--- src/rtl/fetch_seq.sv ---
// fetch_seq: IDLE/RUN/DONE program counter sequencer with jump table; FETCH_SEQ_LINK_EN adds call/return link register
module fetch_seq #(
   parameter int D        = 12,
   parameter int LUT_N    = 4,
   parameter int END_ADDR = 128,
   localparam int LW      = (LUT_N > 1) ? $clog2(LUT_N) : 1
) (
   input  logic          clk,
   input  logic          reset,
   input  logic          req,
   output logic          done,
   output logic          busy,
   output logic [D-1:0]  prog_ctr,
   input  logic          stall,
   input  logic          absjump_en,
   input  logic [LW-1:0] lut_sel,
   input  logic          reljump_en,
   input  logic [D-1:0]  rel_off,
   input  logic          lut_we,
   input  logic [LW-1:0] lut_waddr,
   input  logic [D-1:0]  lut_wdata,
   input  logic          call_en,
   input  logic          ret_en
);
   typedef enum logic [1:0] {IDLE, RUN, DONE} state_t;

   state_t         r_state, w_state_nxt;
   logic [D-1:0]   r_pc, w_pc_nxt;
   logic [D-1:0]   r_lut [LUT_N];
   logic [D-1:0]   w_lut_rd, w_pc_inc, w_link;
   logic           w_ret, w_call, w_at_end, w_advance;

   assign w_lut_rd  = (32'(lut_sel) < LUT_N) ? r_lut[lut_sel] : '0;
   assign w_pc_inc  = r_pc + D'(1);
   assign w_at_end  = r_pc == D'(END_ADDR);
   assign w_advance = r_state == RUN && !w_at_end && !stall;

`ifdef FETCH_SEQ_LINK_EN
   logic [D-1:0] r_link;
   assign w_ret  = ret_en;
   assign w_call = call_en;
   assign w_link = r_link;
   // link register captures the return address on a call that is not overridden by a return
   always_ff @(posedge clk or negedge reset)
      if (!reset) r_link <= '0;
      else if (w_advance && call_en && !ret_en) r_link <= w_pc_inc;
`else
   logic w_unused;
   assign w_unused = ^{call_en, ret_en};
   assign w_ret    = 1'b0;
   assign w_call   = 1'b0;
   assign w_link   = '0;
`endif

   // jump table write port, active in every state; out-of-range addresses are dropped
   always_ff @(posedge clk or negedge reset)
      if (!reset) for (int i = 0; i < LUT_N; i++) r_lut[i] <= '0;
      else if (lut_we && 32'(lut_waddr) < LUT_N) r_lut[lut_waddr] <= lut_wdata;

   // state and program counter registers
   always_ff @(posedge clk or negedge reset)
      if (!reset) begin
         r_state <= IDLE;
         r_pc    <= '0;
      end else begin
         r_state <= w_state_nxt;
         r_pc    <= w_pc_nxt;
      end

   // next state and next PC; end address wins over stall and jumps
   always_comb begin
      w_state_nxt = r_state;
      w_pc_nxt    = r_pc;
      case (r_state)
         IDLE: begin
            w_pc_nxt = '0;
            if (req) w_state_nxt = RUN;
         end
         RUN:
            if (w_at_end) w_state_nxt = DONE;
            else if (!stall)
               w_pc_nxt = w_ret ? w_link
                        : (absjump_en || w_call) ? w_lut_rd
                        : reljump_en ? r_pc + rel_off
                        : w_pc_inc;
         DONE:
            if (!req) begin
               w_state_nxt = IDLE;
               w_pc_nxt    = '0;
            end
         default: begin
            w_state_nxt = IDLE;
            w_pc_nxt    = '0;
         end
      endcase
   end

   assign done     = r_state == DONE;
   assign busy     = r_state == RUN;
   assign prog_ctr = r_pc;
endmodule

--- config.mk ---
export PLATFORM = sky130hd
export DESIGN_NAME = fetch_seq
export DESIGN_NICKNAME = d
export VERILOG_FILES = /design/src/rtl/fetch_seq.sv
export SDC_FILE = /design/constraint.sdc
export NUM_CORES = 1
export LEC_CHECK = 0
export ABC_AREA = 1
export BUFFER_PORTS_ARGS = -buffer_cell sky130_fd_sc_hd__buf_4
export CAP_MARGIN = 10
export CORE_ASPECT_RATIO = 0.5
export CORE_MARGIN = 2
export CORE_UTILIZATION = 52
export CTS_CLUSTER_DIAMETER = 100
export DETAILED_ROUTE_END_ITERATION = 10
export PLACE_DENSITY = 0.75
export SLEW_MARGIN = 10
export SYNTH_ARGS = -nofsm -noshare
export SYNTH_HDL_FRONTEND = slang
export SYNTH_SLANG_ARGS = --single-unit
--- constraint.sdc ---
create_clock -name clk -period 1.8 [get_ports clk]
set_input_delay 0.27 -clock clk [delete_from_list [all_inputs] [get_ports clk]]
set_output_delay 0.27 -clock clk [all_outputs]
set_load 0.02 [all_outputs]
## Yosys cells after proc, flatten, opt, wreduce, memory -nomap -nowiden

Cells that the tools add are included.

| word-level totals | value |
|---|---|
| word-level logic and storage cells | 41 |
| register bits after elaboration | 62 |
| input port bits | 37 |
| output and inout bits | 14 |

| cells by class | value |
|---|---|
| add/subtract/negate cells | 2 |
| order comparisons | 3 |
| equal/unequal tests | 8 |
| reductions and logical operators | 4 |
| bitwise logic cells | 2 |
| muxes and demuxes | 16 |

Operator list:

| kind | number |
|---|---|
| $mux W12 | 8 |
| $bwmux W48 | 1 |
| $bmux W12 S2 | 1 |
| $demux W12 S2 | 1 |
| $pmux W12 S2 | 1 |
| $add A12 B1 Y12 const B | 1 |
| $add A12 B12 Y12 | 1 |
| $eq A12 B8 Y1 const B | 1 |
| $ne A2 B2 Y1 const B | 4 |
| $ge A3 B3 Y1 const B | 2 |
| $mux W2 | 3 |
| $not A2 Y3 | 2 |
| $pmux W2 S3 | 1 |
| $reduce_and A3 Y1 | 2 |
| $lt A3 B1 Y1 const B | 1 |
| $eq A2 B1 Y1 const B | 1 |
| $eq A2 B2 Y1 const B | 1 |
| $logic_not A2 Y1 | 1 |
| $ne A2 B1 Y1 const B | 1 |
| $logic_and A1 B1 Y1 | 1 |

## Longest topological paths before layout

Gate-level depths: netlist of the first run.

| logic depth | value |
|---|---|
| depth in word-level cells | 8 |
| gate-level depth with buffers | 14 |
| depth with buffers taken out | 13 |

## Worst setup path after synthesis of the first run

Ideal clock, no wire load.

| path | value |
|---|---|
| path kind | input to register |
| from | input port reljump_en |
| to | register r_pc[6], in the netlist prog_ctr[6] |
| data arrival time | 1.783 ns |
| library setup time | 0.116 ns |
| buffers on the path | 1 |
| cell stages on the path | 12 |
| path slack | -0.100 ns |
| required time | 1.684 ns |
| cells stage by stage | clkbuf_1 nand2_1 ha_1 fa_1 nand2_1 nand3_1 nand3_1 a21oi_1 nor2_1 nand2_1 nand2_1 nand2_1 |

| between the ends | value |
|---|---|
| word-level cells in the longest chain between the ends | 5 |

RTL lines:

| what | RTL line | source |
|---|---|---|
| start, declared | 17 | `input logic reljump_en,` |
| $mux W12 | 84 | `: reljump_en ? r_pc + rel_off` |
| $mux W12 | 83 | `: (absjump_en \|\| w_call) ? w_lut_rd` |
| $mux W12 | 81 | `else if (!stall)` |
| $mux W12 | 80 | `if (w_at_end) w_state_nxt = DONE;` |
| $pmux W12 S2 | 74 | `case (r_state)` |
| end signal, assigned | 67 | `r_pc <= w_pc_nxt;` |
| end, declared | 28 | `logic [D-1:0] r_pc, w_pc_nxt;` |

No other way between the ends. The select of a mux whose other input is x is not followed.
A chain may end at the register's enable or synchronous reset.

## Worst setup path in the final report of the first run

| path | value |
|---|---|
| from | register r_pc[0], in the netlist prog_ctr[0] |
| to | register r_pc[10], in the netlist prog_ctr[10] |

| between the ends | value |
|---|---|
| word-level cells in the longest chain between the ends | 6 |
| elaborated cells on any way between the ends | 10 |
| classes of those cells | 2 x add/sub; 2 x eq/ne; 5 x mux; 1 x reduce/logical |

RTL lines:

| what | RTL line |
|---|---|
| $add A12 B1 Y12 or $add A12 B12 Y12 (tied branches) | 34, 84 |
| $mux W12 | 84 |
| $mux W12 | 83 |
| $mux W12 | 81 |
| $mux W12 | 80 |
| $pmux W12 S2 | 74 |

Parallel ways exist; a longest one is shown, timed or not. The select of a mux whose other input is x is not followed.

==> impl_metrics.py, run 1 <==
metrics = {
    "status": {
        "outcome": "completed",
    },
    "worst_hold_path": {
        "whs_path_depth": 3,
        "hold_path_class": "primary input to register",
    },
    "grt": {
        "grt.total_usage": 0.263,
        "grt_pass1_wl_mm": 15.5,
        "grt_antenna_before_repair": 0,
        "first_global_vias": 3297,
        "grt_max_degree": 35,
        "grt-ovfl-total": 0,
    },
    "sta": {
        "hold_slack_ns": 0.218,
        "hold_viol": 0,
        "clock-skew-final_ns": 0.00662,
        "worst_pin_slew_ns": 0.520,
        "max_freq_mhz": 585,
        "layout_setup_ws_ns": 0.0912,
        "fin_crit_sh": 0.949,
        "fin_crit_ns": 1.71,
        "setup_viol": 0,
        "slew_violations": 0,
        "slew_headroom": 0.653,
        "rsz0062_at_grt": "no",
    },
    "cts": {
        "cts_setup_buffers": 0,
        "cts_tree": "built",
        "cts_root_buffer": "clkbuf_16",
        "path_clk_slew_ns": 0.05,
        "numCtsBuffers": 9,
        "cts_sinks": 62,
        "max-clock-path-buffers": 2,
        "worstSkewPairLatency_ns": 0.33,
        "cts_max_level": 3,
    },
    "floorplanning": {
        "die_w_um": 122,
        "core_region_area_um2": 6700,
        "row_count": 21,
        "die_h_um": 62.8,
        "io_pins": 51,
        "dieArea_um2": 7640,
        "start_util": 0.537,
    },
    "layout": {
        "drive_above_1_share": 0.201,
        "design_area_um2": 4560,
        "n_antenna_cell": 0,
        "final_cell_mix": "nand2_1, buf_4, o21ai_0",
        "final_cells": 653,
        "final_common_cell": "nand2_1",
        "area_growth_pct": 26.7,
        "regArea_um2": 1550,
        "final_nets": 605,
        "multi_input_area_um2": 1770,
        "fill_cells": 596,
    },
    "synth": {
        "syn_area_um2": 3600,
        "synthFlopType": "dfrtp_1",
        "syn_inst": 493,
        "avgSynthCellArea_um2": 7.30,
        "synth_edf_count": 0,
        "yosysWarnings": 0,
        "syn-num-nets": 542,
        "ys_seq_area_frac": 0.431,
        "synth.distinct_cells": 33,
        "synth-seq-cells": 62,
        "async_flop_share": 1.00,
    },
    "critical_path": {
        "worst-setup-path-type": "register to register",
        "worstPathMaxFanout": 2,
        "worstPathRequired_ns": 2.01,
        "start_kind": "register",
        "crit_path_end_kind": "register",
        "crit_arrival_ns": 1.92,
        "r2r_cells": 9,
    },
    "power_and_ir_drop": {
        "power_mw": 6.29,
        "power_density_nw_per_um2": 1380,
        "leakagePower_nw": 2.43,
        "ir_drop_mv": 0.580,
    },
    "detailed_routing": {
        "drtAntennaViolNets": 0,
        "vias_per_cell": 5.28,
        "wl_mm": 9.15,
        "drt-pass1-iter-count": 5,
        "drc_errors": 0,
        "drt_iter0_drc": 253,
        "wl_per_cell_um": 14.0,
        "vias": 3450,
    },
    "place": {
        "gp_congestion": 0.861,
        "placed_cells": 636,
        "portBuffers": 48,
        "dpl_cell_area_um2": 4140,
        "dpl_worst_slack_ns": -0.0403,
        "hpwl_mm": 6.07,
    },
    "flow_run": {
        "cap_violations": 0,
    },
}
state kept, by name (all words and copies together), names as in the netlist:
signal,flops
r_state,2
prog_ctr,12
r_lut,48
logic make-up after synthesis:
group,Yosys count,share of synthesized area
AO/OA/AOI/OAI,96,0.143
buffers and inverters,78,0.0925
XOR/XNOR,1,0.00243
adder cells (fa/ha/maj),12,0.0438
multiplexers,2,0.00556
AND/OR/NAND/NOR,242,0.282
flip-flops,62,0.431
through the flow:
step           utilization  TNS, ns
2_1_floorplan            -        0
3_3_place_gp         0.618  -0.0230
3_5_place_dp         0.618  -0.0966
4_1_cts              0.674        0
5_1_grt              0.681        0
6_report             0.681        0
where the power goes:
part | internal [mW] | leakage (nW) | switching [mW]
Clock | 1.43 | 0.168 | 0.607
Sequential | 1.71 | 0.770 | 0.257
Combinational | 0.965 | 1.50 | 1.33
Total | 4.10 | 2.43 | 2.19
layer usage:
metal	vias up	routed length [um]	GRT usage
met2	126	4220	0.417
met3	13	628	0.0693
li1	1713	-	-
met1	1598	4210	0.356
met5	-	0	0
met4	0	85	0.0761
repair_timing:
item	CTS	global route
hold buffers	1	0
resized for setup	2	10
hold endpoints to repair	31	0
pin swaps	0	0
endpoints found under the setup margin	1	9
cells in the mapped netlist, types with 2 or more instances:
cell type    n  share of area
nand2_1    144           0.15
o21ai_0     63          0.088
o21ai_1      9          0.013
inv_2        4         0.0042
ha_1        11          0.038
nand3_2      2         0.0056
o21ai_2      3         0.0073
nand4_1      4         0.0070
nor3_2       2         0.0056
nand3_1     33          0.046
inv_1       56          0.058
mux2i_1      2         0.0056
buf_6        3         0.0094
o211ai_1     5          0.010
nor2_1      50          0.052
o21a_1       2         0.0042
dfrtp_1     62           0.43
buf_2        5         0.0070
buf_4        3         0.0063
clkbuf_1     7         0.0073
a21oi_1     11          0.015
critical path: stages (launching register included):
cell and delay [ns]:
dfrtp_2 0.40, ha_1 0.23, fa_2 0.35, buf_4 0.14, nand3_1 0.09, nand3_1 0.09
nand2_1 0.06, nand3_1 0.08, nand2_1 0.10, nand2_1 0.05
cell type report:
class / instances / area share
multi-input combinational: 353 / 0.388
sequential: 62 / 0.341
timing repair buffer: 70 / 0.118
clock buffer: 11 / 0.0554
inverter: 60 / 0.0494
tap: 92 / 0.0252
clock inverter: 5 / 0.0230
worst paths after layout:
kind                                         start                       end  slack [ns]
max reg2reg                prog_ctr[0]$_DFFE_PN0P_  prog_ctr[10]$_DFFE_PN0P_        0.09
max                        prog_ctr[0]$_DFFE_PN0P_  prog_ctr[10]$_DFFE_PN0P_        0.09
min in group asynchronous                    reset     r_lut[40]$_DFFE_PN0P_        0.44
max in group asynchronous                    reset      r_lut[4]$_DFFE_PN0P_        0.82
min                                            req    r_state[0]$_DFFE_PN0P_        0.22
min reg2reg                  r_lut[35]$_DFFE_PN0P_     r_lut[35]$_DFFE_PN0P_        0.48
Power figures use the tool's default switching activity.
==> run 2, diff against run 1 <==
==> constraint.sdc (replaced) <==
create_clock -name clk -period 1.8 [get_ports clk]
set_input_delay 0.27 -clock clk [delete_from_list [all_inputs] [get_ports clk]]
set_output_delay 0.27 -clock clk [all_outputs]
set_load 0.05 [all_outputs]
==> impl_metrics.py, run 2 (synthesis gave the netlist of run 1 again) <==
metrics = {
    "layout": {
        "final_nets": 603,
        "final_common_cell": "nand2_1",
        "drive_above_1_share": 0.195,
        "largest_reg_flops": 48,
        "final_cell_mix": "nand2_1, buf_4, o21ai_0",
        "top_register": "r_lut",
        "n_antenna_cell": 0,
        "area_growth_pct": 25.1,
    },
    "power_and_ir_drop": {
        "power_mw": 6.22,
        "power_density_nw_per_um2": 1380,
        "leakagePower_nw": 2.40,
        "ir_drop_mv": 0.518,
    },
    "critical_path": {
        "cp_common_cell": "nand2_1",
        "cp_slowest_cell": "dfrtp_2",
        "worstPathRequired_ns": 2.01,
        "cp_num_cells": 10,
        "start_kind": "register",
        "timing.critical_path.cells": "ha_4 -> fa_2 -> nand2_1 -> nand3_2 -> nand3_1 -> a21oi_1 -> nor2_1 -> nand2_1 -> nand2_1 -> nand2_1",
        "slowest_delay_ns": 0.43,
        "critPathBufInv": 0,
        "crit_path_start": "prog_ctr[0]$_DFFE_PN0P_",
        "worst-setup-path-type": "register to register",
        "reg2reg_slack_ns": 0.12,
        "crit_path_end_kind": "register",
        "r2r_end": "prog_ctr[6]$_DFFE_PN0P_",
        "r2r_cells": 10,
        "timing.rr.start": "prog_ctr[0]$_DFFE_PN0P_",
        "critPathTopFamily": "simple AND/OR/NAND/NOR gates",
        "worstPathMaxFanout": 4,
        "worstSetupEndpoint": "prog_ctr[6]$_DFFE_PN0P_",
        "crit_arrival_ns": 1.89,
    },
    "sta": {
        "setup_viol": 0,
        "slew_violations": 0,
        "max_freq_mhz": 597,
        "worst_pin_slew_ns": 0.509,
        "fin_crit_ns": 1.68,
        "rsz0062_at_grt": "no",
        "fin_crit_sh": 0.931,
        "clock-skew-final_ns": 0.00290,
        "hold_viol": 0,
        "tns_ns": 0,
        "layout_setup_ws_ns": 0.125,
        "slew_headroom": 0.660,
    },
    "cts": {
        "path_clk_slew_ns": 0.05,
        "cts_max_level": 3,
        "max-clock-path-buffers": 2,
        "numCtsBuffers": 9,
        "cts_sinks": 62,
        "cts_tree": "built",
        "cts_root_buffer": "clkbuf_16",
        "worstSkewPairLatency_ns": 0.32,
    },
    "grt": {
        "first_global_vias": 3161,
        "grt-ovfl-total": 0,
        "grt_max_degree": 36,
        "grt.total_usage": 0.259,
        "grt_antenna_before_repair": 0,
        "grt_pass1_wl_mm": 15.4,
    },
    "worst_hold_path": {
        "hold_path_class": "primary input to register",
    },
    "detailed_routing": {
        "drt-pass1-iter-count": 5,
        "wl_per_cell_um": 13.8,
        "vias_per_cell": 5.25,
        "drtAntennaViolNets": 0,
        "wl_mm": 8.97,
        "drt_iter0_drc": 304,
        "drc_errors": 0,
        "vias": 3415,
    },
    "status": {
        "outcome": "completed",
    },
    "floorplanning": {
        "row_count": 21,
        "dieArea_um2": 7640,
        "die_w_um": 122,
        "start_util": 0.537,
        "io_pins": 51,
        "core_region_area_um2": 6700,
        "die_h_um": 62.8,
    },
    "place": {
        "gp_congestion": 0.862,
        "dpl_worst_slack_ns": -0.0318,
        "portBuffers": 48,
        "hpwl_mm": 6.12,
    },
    "flow_run": {
        "cap_violations": 0,
    },
}
## run 2: changes by cell type in the layout (fill, tap and decap cells not counted), moves of 3 or more
cell      previous run  this run
ha_1                 9         6
ha_4                 1         4
clkinv_2             0         4
buf_4               68        65
## run 2: worst reg2reg max path, stage by stage (launching register included)
cell and delay, ns:
dfrtp_2 0.43, ha_4 0.17, fa_2 0.33, nand2_1 0.10, nand3_2 0.11, nand3_1 0.11
a21oi_1 0.09, nor2_1 0.09, nand2_1 0.05, nand2_1 0.06, nand2_1 0.04
## run 2: layout make-up
class,count,area (um^2)
Tap cell,92,115
Timing Repair Buffer,68,538
Fill cell,613,2200
Inverter,60,225
Clock buffer,11,233
Clock inverter,5,50.0
Multi-Input combinational cell,353,1790
Sequential cell,62,1550
## run 2: layer usage
metal / wire [um] / part of all wire / up-vias / global-route usage
met5: 0 / 0 / - / 0
met4: 86 / 0.0096 / 0 / 0.0532
met3: 547 / 0.061 / 10 / 0.0630
met2: 3970 / 0.44 / 107 / 0.393
met1: 4360 / 0.49 / 1594 / 0.379
li1: - / - / 1704 / -
## run 2: worst min path at each step
stage               cells after the start  slack, ns                      end   from
floorplan                               0      -0.03  prog_ctr[0]$_DFFE_PN0P_  reset
global placement                        1       0.26    r_lut[16]$_DFFE_PN0P_  reset
detailed placement                      1       0.25    r_lut[16]$_DFFE_PN0P_  reset
CTS                                     3       0.21   r_state[1]$_DFFE_PN0P_    req
global route                            3       0.22   r_state[1]$_DFFE_PN0P_    req
finish                                  3       0.21   r_state[0]$_DFFE_PN0P_    req
## run 2: repair_timing
item / CTS / global route
resized for setup: 0 / 9
setup endpoints to repair: 0 / 6
hold buffers: 1 / 0
setup buffers: 0 / 1
endpoints found under the hold margin: 34 / 0
## run 2: report_power, final
| part | total, mW | switching (mW) | internal, mW |
|---|---|---|---|
| registers | 1.99 | 0.280 | 1.71 |
| clock network | 1.64 | 0.575 | 1.06 |
| logic | 2.60 | 1.61 | 0.989 |
## run 2: through the flow
stage          utilization  hold WS (ns)  instance area, um^2  instances
2_1_floorplan            -       -0.0256                 3620        493
5_1_grt              0.672         0.220                 4500        651
3_5_place_dp         0.619         0.250                 4150        633
3_3_place_gp         0.619         0.256                 4150        633
4_1_cts              0.663         0.205                 4440        650
6_report             0.672         0.208                 4500        651
==> run 3, diff against run 2 <==
--- a/config.mk
+++ b/config.mk
@@ -6,14 +6,15 @@
 export NUM_CORES = 1
 export LEC_CHECK = 0
 export ABC_AREA = 1
-export BUFFER_PORTS_ARGS = -buffer_cell sky130_fd_sc_hd__buf_4
 export CAP_MARGIN = 10
 export CORE_ASPECT_RATIO = 0.5
 export CORE_MARGIN = 2
-export CORE_UTILIZATION = 52
+export CORE_UTILIZATION = 57
 export CTS_CLUSTER_DIAMETER = 100
 export DETAILED_ROUTE_END_ITERATION = 10
-export PLACE_DENSITY = 0.75
+export DONT_BUFFER_PORTS = 1
+export GPL_TIMING_DRIVEN = 0
+export PLACE_DENSITY = 0.74
 export SLEW_MARGIN = 10
 export SYNTH_ARGS = -nofsm -noshare
 export SYNTH_HDL_FRONTEND = slang
==> impl_metrics.py, run 3 (synthesis gave the netlist of run 1 again) <==
metrics = {
    "detailed_routing": {
        "drtAntennaViolNets": 0,
        "drt_iter0_drc": 308,
        "vias_per_cell": 5.56,
        "wl_per_cell_um": 16.0,
        "wl_mm": 9.65,
        "drt-pass1-iter-count": 5,
        "vias": 3348,
        "drc_errors": 0,
    },
    "place": {
        "placed_cells": 581,
        "hpwl_mm": 6.43,
        "portBuffers": 0,
        "gp_congestion": 0.884,
        "dpl_cell_area_um2": 3730,
    },
    "critical_path": {
        "timing.rr.start": "prog_ctr[0]$_DFFE_PN0P_",
        "start_kind": "register",
        "cp_num_cells": 10,
        "worstSetupEndpoint": "prog_ctr[6]$_DFFE_PN0P_",
        "reg2reg_slack_ns": -0.03,
        "slowest_delay_ns": 0.53,
        "r2r_end": "prog_ctr[6]$_DFFE_PN0P_",
        "timing.critical_path.cells": "ha_4 -> fa_2 -> nand2_2 -> nand3_4 -> nand3_2 -> a21oi_2 -> nor2_1 -> nand2_1 -> nand2_1 -> nand2_1",
        "cp_common_cell": "nand2_1",
        "critPathTopFamily": "adder cells",
        "crit_path_end_kind": "register",
        "cp_slowest_cell": "dfrtp_2",
        "worstPathMaxFanout": 4,
        "crit_path_start": "prog_ctr[0]$_DFFE_PN0P_",
        "worst-setup-path-type": "register to register",
        "crit_arrival_ns": 2.05,
        "critPathBufInv": 0,
        "worstPathRequired_ns": 2.02,
        "r2r_cells": 10,
    },
    "sta": {
        "hold_slack_ns": 0.0855,
        "clock-skew-final_ns": 0.00336,
        "layout_setup_ws_ns": -0.0346,
        "fin_crit_ns": 1.83,
        "max_freq_mhz": 545,
        "hold_viol": 0,
        "rsz0062_at_grt": "yes",
        "worst_pin_slew_ns": 0.585,
        "slew_headroom": 0.610,
        "slew_violations": 0,
        "fin_crit_sh": 1.02,
        "setup_viol": 3,
    },
    "flow_run": {
        "cap_violations": 0,
    },
    "status": {
        "violations": "negative setup slack",
        "outcome": "finished with violations",
    },
    "layout": {
        "largest_reg_flops": 48,
        "top_register": "r_lut",
        "drive_above_1_share": 0.148,
        "final_cells": 602,
        "design_area_um2": 4260,
        "final_common_cell": "nand2_1",
        "final_nets": 558,
        "n_antenna_cell": 0,
        "area_growth_pct": 18.4,
        "final_cell_mix": "nand2_1, o21ai_0, inv_1",
    },
    "grt": {
        "grt_max_degree": 63,
        "grt_pass1_wl_mm": 15.0,
        "first_global_vias": 3022,
        "grt.total_usage": 0.295,
        "grt_antenna_before_repair": 0,
        "grt-ovfl-total": 0,
    },
    "floorplanning": {
        "die_h_um": 60.2,
        "dieArea_um2": 7010,
        "io_pins": 51,
        "die_w_um": 116,
        "core_region_area_um2": 6080,
        "start_util": 0.592,
        "row_count": 20,
    },
    "cts": {
        "cts_tree": "built",
        "worstSkewPairLatency_ns": 0.33,
        "cts_sinks": 62,
        "numCtsBuffers": 9,
        "cts_max_level": 3,
        "max-clock-path-buffers": 2,
        "path_clk_slew_ns": 0.05,
        "cts_root_buffer": "clkbuf_16",
    },
    "power_and_ir_drop": {
        "ir_drop_mv": 0.640,
        "power_density_nw_per_um2": 1430,
        "power_mw": 6.09,
        "leakagePower_nw": 2.15,
    },
    "worst_hold_path": {
        "hold_path_class": "primary input to register",
        "whs_path_depth": 2,
    },
}
[run 3: cell count changes in the layout (fill, tap and decap cells not counted), moves of 3 or more]
cell / previous run / this run
clkbuf_1: 2 / 9
dfrtp_2: 2 / 10
buf_6: 0 / 3
dfrtp_1: 60 / 51
ha_1: 6 / 2
clkinv_2: 4 / 1
nand3_1: 30 / 27
buf_4: 65 / 6
ha_4: 4 / 9
buf_2: 0 / 5
[run 3: per-layer routing]
metal,track usage,wire [um]
met5,0,0
met4,0.0833,126
met3,0.0822,686
met2,0.456,4260
met1,0.411,4580
[run 3: worst min-delay path by stage]
stage	from	to	slack, ns
4_1_cts	req	r_state[0]$_DFFE_PN0P_	0.08
6_report	req	r_state[0]$_DFFE_PN0P_	0.09
5_1_grt	req	r_state[0]$_DFFE_PN0P_	0.11
2_1_floorplan	reset	prog_ctr[0]$_DFFE_PN0P_	-0.03
3_5_place_dp	reset	r_lut[4]$_DFFE_PN0P_	-0.02
3_3_place_gp	reset	r_lut[40]$_DFFE_PN0P_	-0.02
[run 3: area by class of cell]
type / count / area, um^2
clock inverters: 3 / 43.8
fillers: 513 / 1820
multi-input cells: 353 / 1890
inverters: 60 / 225
repair buffers: 5 / 60.1
clock buffers: 13 / 250
plain buffers: 18 / 109
well taps: 88 / 110
flip-flops and latches: 62 / 1570
[run 3: stage by stage]
step / util / worst slack [ns] / setup TNS [ns]
after floorplan: - / 0.00104 / 0
after global placement: 0.613 / -0.206 / -1.18
after detailed placement: 0.613 / -0.233 / -1.44
after CTS: 0.678 / -0.0384 / -0.0623
after global routing: 0.701 / -0.141 / -0.675
final: 0.701 / -0.0346 / -0.0810
[run 3: timing repair]
| action | 4_1_cts | 5_1_grt |
|---|---|---|
| pin swaps | 2 | 3 |
| setup endpoints to repair | 9 | 9 |
| buffers inserted | 1 | 2 |
| endpoints found under the hold margin | 62 | 0 |
| gates resized for setup | 17 | 19 |
| hold buffers | 2 | 0 |
[run 3: worst register-to-register path: stages (launching register included)]
cell	delay, ns
dfrtp_2	0.53
ha_4	0.22
fa_2	0.36
nand2_2	0.10
nand3_4	0.09
nand3_2	0.09
a21oi_2	0.05
nor2_1	0.08
nand2_1	0.05
nand2_1	0.09
nand2_1	0.06
[run 3: power by group]
part	leakage, nW	total (mW)	switching, mW	internal (mW)
Combinational	1.24	1.84	1.08	0.760
Sequential	0.759	2.53	0.803	1.72
Clock	0.144	1.73	0.619	1.11
Total	2.15	6.09	2.50	3.59
